===== src/rtl/trap_sequencer.sv =====
// Machine-mode trap entry / MRET exit sequencer: arbitrates exception, MRET and interrupts,
// issues one CSR write per cycle, then redirects fetch.
module trap_sequencer #(
  parameter int unsigned XLEN   = 32,
  parameter bit          VEC_EN = 1'b1
) (
  input  logic            clk,
  input  logic            rst_n,
  input  logic            exc_valid,
  input  logic [4:0]      exc_cause,
  input  logic [XLEN-1:0] exc_pc,
  input  logic [XLEN-1:0] exc_tval,
  input  logic            mret_valid,
  input  logic            irq_msip,
  input  logic            irq_mtip,
  input  logic            irq_meip,
  input  logic [XLEN-1:0] resume_pc,
  input  logic [XLEN-1:0] csr_mstatus,
  input  logic [XLEN-1:0] csr_mie,
  input  logic [XLEN-1:0] csr_mtvec,
  input  logic [XLEN-1:0] csr_mepc,
  output logic            ack,
  output logic            busy,
  output logic            csr_we,
  output logic [11:0]     csr_waddr,
  output logic [XLEN-1:0] csr_wdata,
  output logic            redirect_valid,
  output logic [XLEN-1:0] redirect_pc
);

  typedef enum logic [2:0] {
    StIdle, StEpc, StCause, StTval, StMst, StMrst, StRedir
  } state_e;

  state_e            state_q, state_d;
  logic              is_intr_q, is_intr_d;
  logic              is_mret_q, is_mret_d;
  logic [4:0]        code_q, code_d;
  logic [XLEN-1:0]   epc_q, epc_d;
  logic [XLEN-1:0]   tval_q, tval_d;
  logic [XLEN-1:0]   mstatus_q, mstatus_d;
  logic [XLEN-1:0]   mtvec_q, mtvec_d;
  logic [XLEN-1:0]   mepc_q, mepc_d;

  logic [2:0]        pend;
  logic              irq_take;
  logic [4:0]        irq_code;
  logic [XLEN-1:0]   mst_trap, mst_mret, trap_base, trap_target;
  logic              unused_mie;

  assign pend     = {irq_meip & csr_mie[11], irq_mtip & csr_mie[7], irq_msip & csr_mie[3]};
  assign irq_take = csr_mstatus[3] & (|pend);
  // MEI > MSI > MTI
  assign irq_code = pend[2] ? 5'd11 : (pend[0] ? 5'd3 : 5'd7);

  assign unused_mie = ^{csr_mie[XLEN-1:12], csr_mie[10:8], csr_mie[6:4], csr_mie[2:0]};

  always_comb begin
    mst_trap        = mstatus_q;
    mst_trap[7]     = mstatus_q[3];
    mst_trap[3]     = 1'b0;
    mst_trap[12:11] = 2'b11;
    mst_mret        = mstatus_q;
    mst_mret[3]     = mstatus_q[7];
    mst_mret[7]     = 1'b1;
    mst_mret[12:11] = 2'b11;
    trap_base       = mtvec_q & ~XLEN'(3);
    // MODE 2/3 fall through to direct
    if (VEC_EN && is_intr_q && (mtvec_q[1:0] == 2'b01)) begin
      trap_target = trap_base + XLEN'({code_q, 2'b00});
    end else begin
      trap_target = trap_base;
    end
  end

  always_comb begin
    state_d        = state_q;
    is_intr_d      = is_intr_q;
    is_mret_d      = is_mret_q;
    code_d         = code_q;
    epc_d          = epc_q;
    tval_d         = tval_q;
    mstatus_d      = mstatus_q;
    mtvec_d        = mtvec_q;
    mepc_d         = mepc_q;
    ack            = 1'b0;
    busy           = (state_q != StIdle);
    csr_we         = 1'b0;
    csr_waddr      = 12'h000;
    csr_wdata      = '0;
    redirect_valid = 1'b0;
    redirect_pc    = '0;

    unique case (state_q)
      StIdle: begin
        if (exc_valid || mret_valid || irq_take) begin
          ack       = 1'b1;
          mstatus_d = csr_mstatus;
          mtvec_d   = csr_mtvec;
          mepc_d    = csr_mepc;
        end
        if (exc_valid) begin
          is_intr_d = 1'b0;
          is_mret_d = 1'b0;
          code_d    = exc_cause;
          epc_d     = exc_pc;
          tval_d    = exc_tval;
          state_d   = StEpc;
        end else if (mret_valid) begin
          is_intr_d = 1'b0;
          is_mret_d = 1'b1;
          state_d   = StMrst;
        end else if (irq_take) begin
          is_intr_d = 1'b1;
          is_mret_d = 1'b0;
          code_d    = irq_code;
          epc_d     = resume_pc;
          tval_d    = '0;
          state_d   = StEpc;
        end
      end
      StEpc: begin
        csr_we    = 1'b1;
        csr_waddr = 12'h341;
        csr_wdata = epc_q;
        state_d   = StCause;
      end
      StCause: begin
        csr_we              = 1'b1;
        csr_waddr           = 12'h342;
        csr_wdata[XLEN-1]   = is_intr_q;
        csr_wdata[4:0]      = code_q;
        state_d             = StTval;
      end
      StTval: begin
        csr_we    = 1'b1;
        csr_waddr = 12'h343;
        csr_wdata = tval_q;
        state_d   = StMst;
      end
      StMst: begin
        csr_we    = 1'b1;
        csr_waddr = 12'h300;
        csr_wdata = mst_trap;
        state_d   = StRedir;
      end
      StMrst: begin
        csr_we    = 1'b1;
        csr_waddr = 12'h300;
        csr_wdata = mst_mret;
        state_d   = StRedir;
      end
      StRedir: begin
        redirect_valid = 1'b1;
        redirect_pc    = is_mret_q ? (mepc_q & ~XLEN'(3)) : trap_target;
        state_d        = StIdle;
      end
      default: state_d = StIdle;
    endcase
  end

  always_ff @(posedge clk or negedge rst_n) begin
    if (!rst_n) begin
      state_q   <= StIdle;
      is_intr_q <= 1'b0;
      is_mret_q <= 1'b0;
      code_q    <= '0;
      epc_q     <= '0;
      tval_q    <= '0;
      mstatus_q <= '0;
      mtvec_q   <= '0;
      mepc_q    <= '0;
    end else begin
      state_q   <= state_d;
      is_intr_q <= is_intr_d;
      is_mret_q <= is_mret_d;
      code_q    <= code_d;
      epc_q     <= epc_d;
      tval_q    <= tval_d;
      mstatus_q <= mstatus_d;
      mtvec_q   <= mtvec_d;
      mepc_q    <= mepc_d;
    end
  end

endmodule


===== config.mk =====
export PLATFORM = sky130hd
export DESIGN_NAME = trap_sequencer
export DESIGN_NICKNAME = d
export VERILOG_FILES = /design/src/rtl/trap_sequencer.sv
export SDC_FILE = /design/constraint.sdc
export NUM_CORES = 1
export LEC_CHECK = 0
export CORE_ASPECT_RATIO = 1.75
export CORE_UTILIZATION = 25
export CTS_CLUSTER_SIZE = 14
export DETAILED_ROUTE_END_ITERATION = 16
export PLACE_DENSITY = 0.56
export SYNTH_ARGS = -nofsm -noshare
export SYNTH_HDL_FRONTEND = slang
export SYNTH_SLANG_ARGS = --single-unit
export TNS_END_PERCENT = 30

===== constraint.sdc =====
create_clock -name clk -period 3.4 [get_ports clk]
set_input_delay 0.34 -clock clk [delete_from_list [all_inputs] [get_ports clk]]
set_output_delay 0.34 -clock clk [all_outputs]
set_load 0.02 [all_outputs]

==> results of run 1 <==
==> where the power goes <==
group | internal (uW) | switching (uW) | total (uW)
registers | 2970 | 657 | 3620
logic | 2670 | 2690 | 5370
clock network | 1140 | 836 | 1980
==> cell usage in the layout (no fill, tap or decap), drive strengths merged, types with 5 or more instances in the layout <==
cell type	Yosys	layout
a21oi	38	38
clkbuf	48	24
nand4	7	7
nor3	5	5
nand3	10	10
xnor2	11	11
clkinv	1	6
nor2	26	26
dlygate4sd2	0	7
mux2	92	92
or3	8	8
nand2	76	76
o21ai	101	101
or4	6	6
o31ai	6	6
a31oi	9	9
mux2i	61	61
conb	1	9
xor2	5	5
o21a	5	5
dfrtp	166	166
ha	5	5
a22o	33	33
inv	16	18
clkdlybuf4s50	0	251
buf	17	52
==> layer usage <==
| metal | up-vias | wire length [um] |
|---|---|---|
| met1 | 3377 | 10700 |
| met3 | 37 | 1360 |
| met4 | 0 | 762 |
| li1 | 3392 | - |
| met2 | 212 | 15300 |
| met5 | - | 0 |
==> metrics by stage <==
stage | setup TNS [ns] | hold WS (ns) | std cells
2_1_floorplan | 0 | 0.0444 | 799
3_3_place_gp | -0.0741 | 0.334 | 1455
3_5_place_dp | -0.109 | 0.328 | 1455
4_1_cts | -0.459 | 0.317 | 1490
5_1_grt | -0.0157 | 0.351 | 1490
6_report | 0 | 0.359 | 1490
==> registers in the layout (all words and copies together), names as in the netlist, 3 cells and up <==
register   count
code_q         5
epc_q         32
mepc_q        30
mstatus_q     30
mtvec_q       32
state_q        3
tval_q        32
==> worst reg2reg max path, cell delays in order, from the launching register on <==
cell and delay (ns):
dfrtp_1 0.51, buf_4 0.25, nor3_1 0.19, inv_1 0.16, a21oi_1 0.29, o21ai_4 0.35
buf_12 0.30, a22o_1 0.27
==> final timing paths <==
check | startpoint | cells past startpoint | end
max reg2reg | state_q[0] | 7 | tval_q[20]
max in group asynchronous | rst_n | 3 | tval_q[21]
min | exc_valid | 4 | is_intr_q
min reg2reg | epc_q[23] | 2 | epc_q[23]
max | mtvec_q[1] | 7 | redirect_pc[31]
min in group asynchronous | rst_n | 2 | mepc_q[23]
==> timing repair <==
action,in CTS,in global routing
setup endpoints to repair,18,20
buffers inserted,2,0
hold buffers,1,0
resized for setup,51,19
hold endpoints to repair,47,0
pin swaps,5,2
==> cell families after synthesis <==
| group | share of synthesized area (%) |
|---|---|
| AO/OA/AOI/OAI | 14.9 |
| XOR/XNOR | 1.67 |
| adder cells (fa/ha/maj) | 0.983 |
| buffers and inverters | 4.29 |
| flip-flops | 49.4 |
| multiplexers | 19.6 |
| other | 0.0446 |
| AND/OR/NAND/NOR | 9.04 |
==> cell type report <==
cell class	count	area (um2)	area share, %
Tap cell	405	507	4.06
Multi-Input combinational cell	551	4060	32.5
Clock buffer	21	470	3.77
Inverter	17	63.8	0.512
Timing Repair Buffer	319	3100	24.8
Sequential cell	166	4160	33.3
Clock inverter	11	121	0.973
==> flow_metrics.env, run 1 <==
export IMPL_status="finished clean"
export IMPL_dp_slack_ns=-0.109
export IMPL_syn_area_per_cell_um2=10.6
export IMPL_maxCapViolations=0
export IMPL_drt_iter0_drc=274
export IMPL_vias=7018
export IMPL_worst_setup_path_start_kind="flip-flop"
export IMPL_synth_edff_count=0
export IMPL_synthCells=791
export IMPL_hp_class="in -> reg"
export IMPL_synth_distinct_cells=52
export IMPL_die_w_um=141
export IMPL_cp_slowest_cell="or4_4"
export IMPL_ant_nets=0
export IMPL_clockRootBuffer="clkbuf_16"
export IMPL_nNetsFinal=1314
export IMPL_critical_path_buf_inv_count=2
export IMPL_wl_per_cell_um=18.9
export IMPL_synthTopCellsByArea="dfrtp_1, mux2_2, mux2i_1"
export IMPL_maxSlewHeadroom_pct=28.6
export IMPL_design_core_area_um2=33000
export IMPL_vdd_ir_drop_max_mv=0.478
export IMPL_grt_pass1_wl_um=42400
export IMPL_ys_warn_count=0
export IMPL_place_area_um2=11800
export IMPL_drt_total_wl_um=28100
export IMPL_io_pins=316
export IMPL_gp_congestion=0.802
export IMPL_rsz0062_at_grt="true"
export IMPL_syn_to_final_growth_pct=48.4
export IMPL_start_util_pct=25.4
export IMPL_clockBufferDepth=2
export IMPL_die_area_um2=34400
export IMPL_nFillCells=3290
export IMPL_synthTopCellsByCount="dfrtp_1, o21ai_0, mux2_2"
export IMPL_drive_gt1_share_pct=19.0
export IMPL_required_ns=3.06
export IMPL_diodes=0
export IMPL_cts_htree_levels=4
export IMPL_min_period_over_period_pct=96.6
export IMPL_crit_family="simple AND/OR/NAND/NOR gates"
export IMPL_grtUsageMet2_pct=31.5
export IMPL_dp_hpwl_um=20900
export IMPL_p_leak_uw=0.00528
export IMPL_critical_path_class="reg -> out"
export IMPL_ff2ff_setup_slack_ns=0.97
export IMPL_fin_crit_ns=3.28
export IMPL_worst_endpoint_arrival_ns=2.94
export IMPL_finalPower_uw=11000
export IMPL_die_height_um=245
export IMPL_drtPass1Iterations=4
export IMPL_synth_area_um2=8400
export IMPL_synth_top_area_cell="dfrtp_1"
export IMPL_clock_latency_ns=0.44
export IMPL_global_route_peak_usage_layer="met2"
export IMPL_setup_ws_ns=0.116
export IMPL_overflow=0
export IMPL_fmax_ghz=0.305
export IMPL_yosysTopAreaCellShare_pct=49.4
export IMPL_rows=88
export IMPL_worst_pin_slew_ns=1.07
export IMPL_hold_viol_final=0
export IMPL_worstPathCellList="nand3b_4 > or3_4 > or4_4 > buf_4 > or4_1 > a31oi_1 > clkbuf_2"
export IMPL_post_route_util_pct=37.8
export IMPL_port_buffers=273
export IMPL_antenna_found_initial=1
export IMPL_setup_viol=0
export IMPL_drc=0
export IMPL_cp_max_fo=3
export IMPL_gr_usage_met3_pct=4.11
export IMPL_vias_per_cell=4.71
export IMPL_max_stage_delay_ns=0.58
export IMPL_fin_skew_ns=0.00758
export IMPL_p_per_area_nw_per_um2=879
export IMPL_track_usage_pct=16.7
export IMPL_cp_end_kind="primary output"
export IMPL_drv_slew=0
export IMPL_fin_area_um2=12500
export IMPL_synth_most_common_cell="dfrtp_1"
export IMPL_cts_made_buffers=17
export IMPL_clkSlewWorstSetupHoldPaths_ns=0.07
export IMPL_yosys_most_used_dff="dfrtp_1"
export IMPL_cts_sinks=166
export IMPL_cts_tree="yes"
export IMPL_ys_async_sr_fraction_pct=100
export IMPL_grt_pass1_vias=7220
export IMPL_synth_seq_area_share_pct=49.4
export IMPL_grt_max_degree=94
export IMPL_ys_ff_latch=166
export IMPL_grt_use_met1_pct=17.5
Power figures use the tool's default switching activity.
==> inputs of run 2 (changes only) <==
--- a/config.mk
+++ b/config.mk
@@ -6,10 +6,10 @@
 export NUM_CORES = 1
 export LEC_CHECK = 0
 export CORE_ASPECT_RATIO = 1.75
-export CORE_UTILIZATION = 25
+export CORE_UTILIZATION = 45
 export CTS_CLUSTER_SIZE = 14
 export DETAILED_ROUTE_END_ITERATION = 16
-export PLACE_DENSITY = 0.56
+export PLACE_DENSITY = 0.87
 export SYNTH_ARGS = -nofsm -noshare
 export SYNTH_HDL_FRONTEND = slang
 export SYNTH_SLANG_ARGS = --single-unit
==> run 2 against run 1 <==
Net effect: sequential share of layout area is 0.88 points higher; clock-buffer cell count is 3 higher; total power is 1.8% lower; critical endpoint is now redirect_pc[29].
==> flow_metrics.env, run 2 (same netlist as run 1, synthesis figures left out) <==
export IMPL_status="finished clean"
export IMPL_pwr_share_comb_pct=49.1
export IMPL_clockRootBuffer="clkbuf_16"
export IMPL_cts_htree_levels=4
export IMPL_reg_top3="epc_q x32, mtvec_q x32, tval_q x32"
export IMPL_die_w_um=105
export IMPL_reg2reg_from="state_q[1]"
export IMPL_p_int_uw=6670
export IMPL_cts_tree="yes"
export IMPL_io_pins=316
export IMPL_maxSlewHeadroom_pct=38.1
export IMPL_start_util_pct=46.3
export IMPL_worst_endpoint_arrival_ns=3.00
export IMPL_tns_ns=0
export IMPL_fin_skew_ns=0.00375
export IMPL_drv_slew=0
export IMPL_final_common_cell="clkdlybuf4s50_1"
export IMPL_vias=7301
export IMPL_gp_congestion=0.903
export IMPL_rsz0062_at_grt="true"
export IMPL_critical_path_buf_inv_count=2
export IMPL_fmax_ghz=0.299
export IMPL_switching_share_pct=38.0
export IMPL_holdPathEnd="code_q[2]"
export IMPL_vias_per_cell=5.56
export IMPL_design_core_area_um2=18100
export IMPL_hold_depth=4
export IMPL_drtPass1Iterations=6
export IMPL_drive_gt1_share_pct=18.2
export IMPL_crit_family="simple AND/OR/NAND/NOR gates"
export IMPL_p_per_area_nw_per_um2=885
export IMPL_worst_setup_path_start_kind="flip-flop"
export IMPL_drt_total_wl_um=25100
export IMPL_cp_max_fo=7
export IMPL_cts_sinks=166
export IMPL_grt_pass1_vias=7536
export IMPL_cts_made_buffers=17
export IMPL_cp_end_kind="primary output"
export IMPL_port_buffers=273
export IMPL_vdd_ir_drop_max_mv=0.443
export IMPL_required_ns=3.06
export IMPL_hold_viol_final=0
export IMPL_clkSlewWorstSetupHoldPaths_ns=0.06
export IMPL_cp_slowest_cell="or4_4"
export IMPL_fin_crit_ns=3.34
export IMPL_p_switching_uw=4100
export IMPL_die_area_um2=19200
export IMPL_antenna_found_initial=1
export IMPL_grt_pass1_wl_um=39200
export IMPL_wl_per_cell_um=19.1
export IMPL_hp_start="exc_valid"
export IMPL_grt_max_degree=84
export IMPL_drt_iter0_drc=372
export IMPL_clockBufferDepth=2
export IMPL_worst_pin_slew_ns=0.925
export IMPL_reg2reg_depth=7
export IMPL_max_stage_delay_ns=0.58
export IMPL_worstPathCellList="ha_4 > o21ai_2 > o21a_1 > or4_4 > buf_6 > or4_1 > a31oi_1 > buf_4"
export IMPL_critical_path_class="reg -> out"
export IMPL_p_seq_share_pct=33.7
export IMPL_final_cell_mix="clkdlybuf4s50_1, dfrtp_1, o21ai_0, mux2_2, nand2_1"
export IMPL_post_route_util_pct=67.0
export IMPL_fin_hold_ws_ns=0.430
export IMPL_clkPwrFrac_pct=17.1
export IMPL_clock_latency_ns=0.42
export IMPL_dp_hpwl_um=18300
export IMPL_syn_to_final_growth_pct=44.7
export IMPL_ff2ff_setup_slack_ns=0.90
export IMPL_timing_rr_end="tval_q[12]"
export IMPL_overflow=0
export IMPL_ant_nets=0
export IMPL_p_leak_uw=0.00518
export IMPL_drc=0
export IMPL_min_period_over_period_pct=98.4
export IMPL_setup_viol=0
export IMPL_rows=65
export IMPL_die_height_um=183
export IMPL_nNetsFinal=1308
export IMPL_maxCapViolations=0
export IMPL_hp_class="in -> reg"
export IMPL_track_usage_pct=26.8
[run 2: cell type report]
| class | count | area [um2] |
|---|---|---|
| well taps | 234 | 293 |
| clock buffers | 24 | 492 |
| inverters | 17 | 63.8 |
| repair buffers | 313 | 3050 |
| clock inverters | 8 | 71.3 |
| flip-flops and latches | 166 | 4160 |
| fillers | 1390 | 5980 |
| diodes | 1 | 2.50 |
| multi-input cells | 551 | 4030 |
[run 2: worst register-to-register path, delay by kind of cell, from the launching register on]
family	cells	cell delay, ns
compound gates	3	0.90
simple gates	1	0.30
flops	1	0.40
buf+inv	3	0.77
[run 2: repair_timing]
item	in CTS	in global routing
pin swaps	0	4
endpoints found under the setup margin	19	12
resized for setup	39	26
hold endpoints to repair	66	0
hold buffers	1	0
cloned	0	0
buffers inserted	2	4
[run 2: worst max-delay path by stage]
stage | cells after the start | from | slack [ns] | endpoint
floorplan | 8 | code_q[0] | 0.37 | redirect_pc[26]
global placement | 9 | code_q[0] | 0.01 | redirect_pc[26]
detailed placement | 9 | code_q[0] | -0.07 | redirect_pc[26]
CTS | 9 | code_q[0] | -0.19 | redirect_pc[26]
global route | 8 | code_q[2] | -0.02 | redirect_pc[29]
finish | 8 | code_q[2] | 0.06 | redirect_pc[29]
[run 2: power by group through the flow]
stage | sequential (uW) | combinational (uW) | clock, uW
finish | 3630 | 5290 | 1850
CTS | 3600 | 5170 | 1880
global placement | 3560 | 5030 | 0
floorplan | 3430 | 3260 | 0
global route | 3750 | 5700 | 1960
detailed placement | 3630 | 5170 | 0
[run 2: per-layer routing]
layer	GRT usage (%)	vias up	routed length [um]
li1	-	3378	-
met1	28.0	3544	8720
met2	50.1	306	14000
met3	4.51	73	1220
met4	15.3	0	1160
met5	0	-	0
[run 2: metrics by stage]
| step | std cells | setup WS [ns] | instance area, um2 | power (uW) |
|---|---|---|---|---|
| after CTS | 1309 | -0.190 | 12100 | 10700 |
| after global routing | 1314 | -0.0208 | 12200 | 11400 |
| after floorplan | 799 | 0.368 | 8430 | 6690 |
| after global placement | 1274 | 0.0144 | 11500 | 8590 |
| after detailed placement | 1274 | -0.0656 | 11500 | 8790 |
| final | 1314 | 0.0551 | 12200 | 10800 |
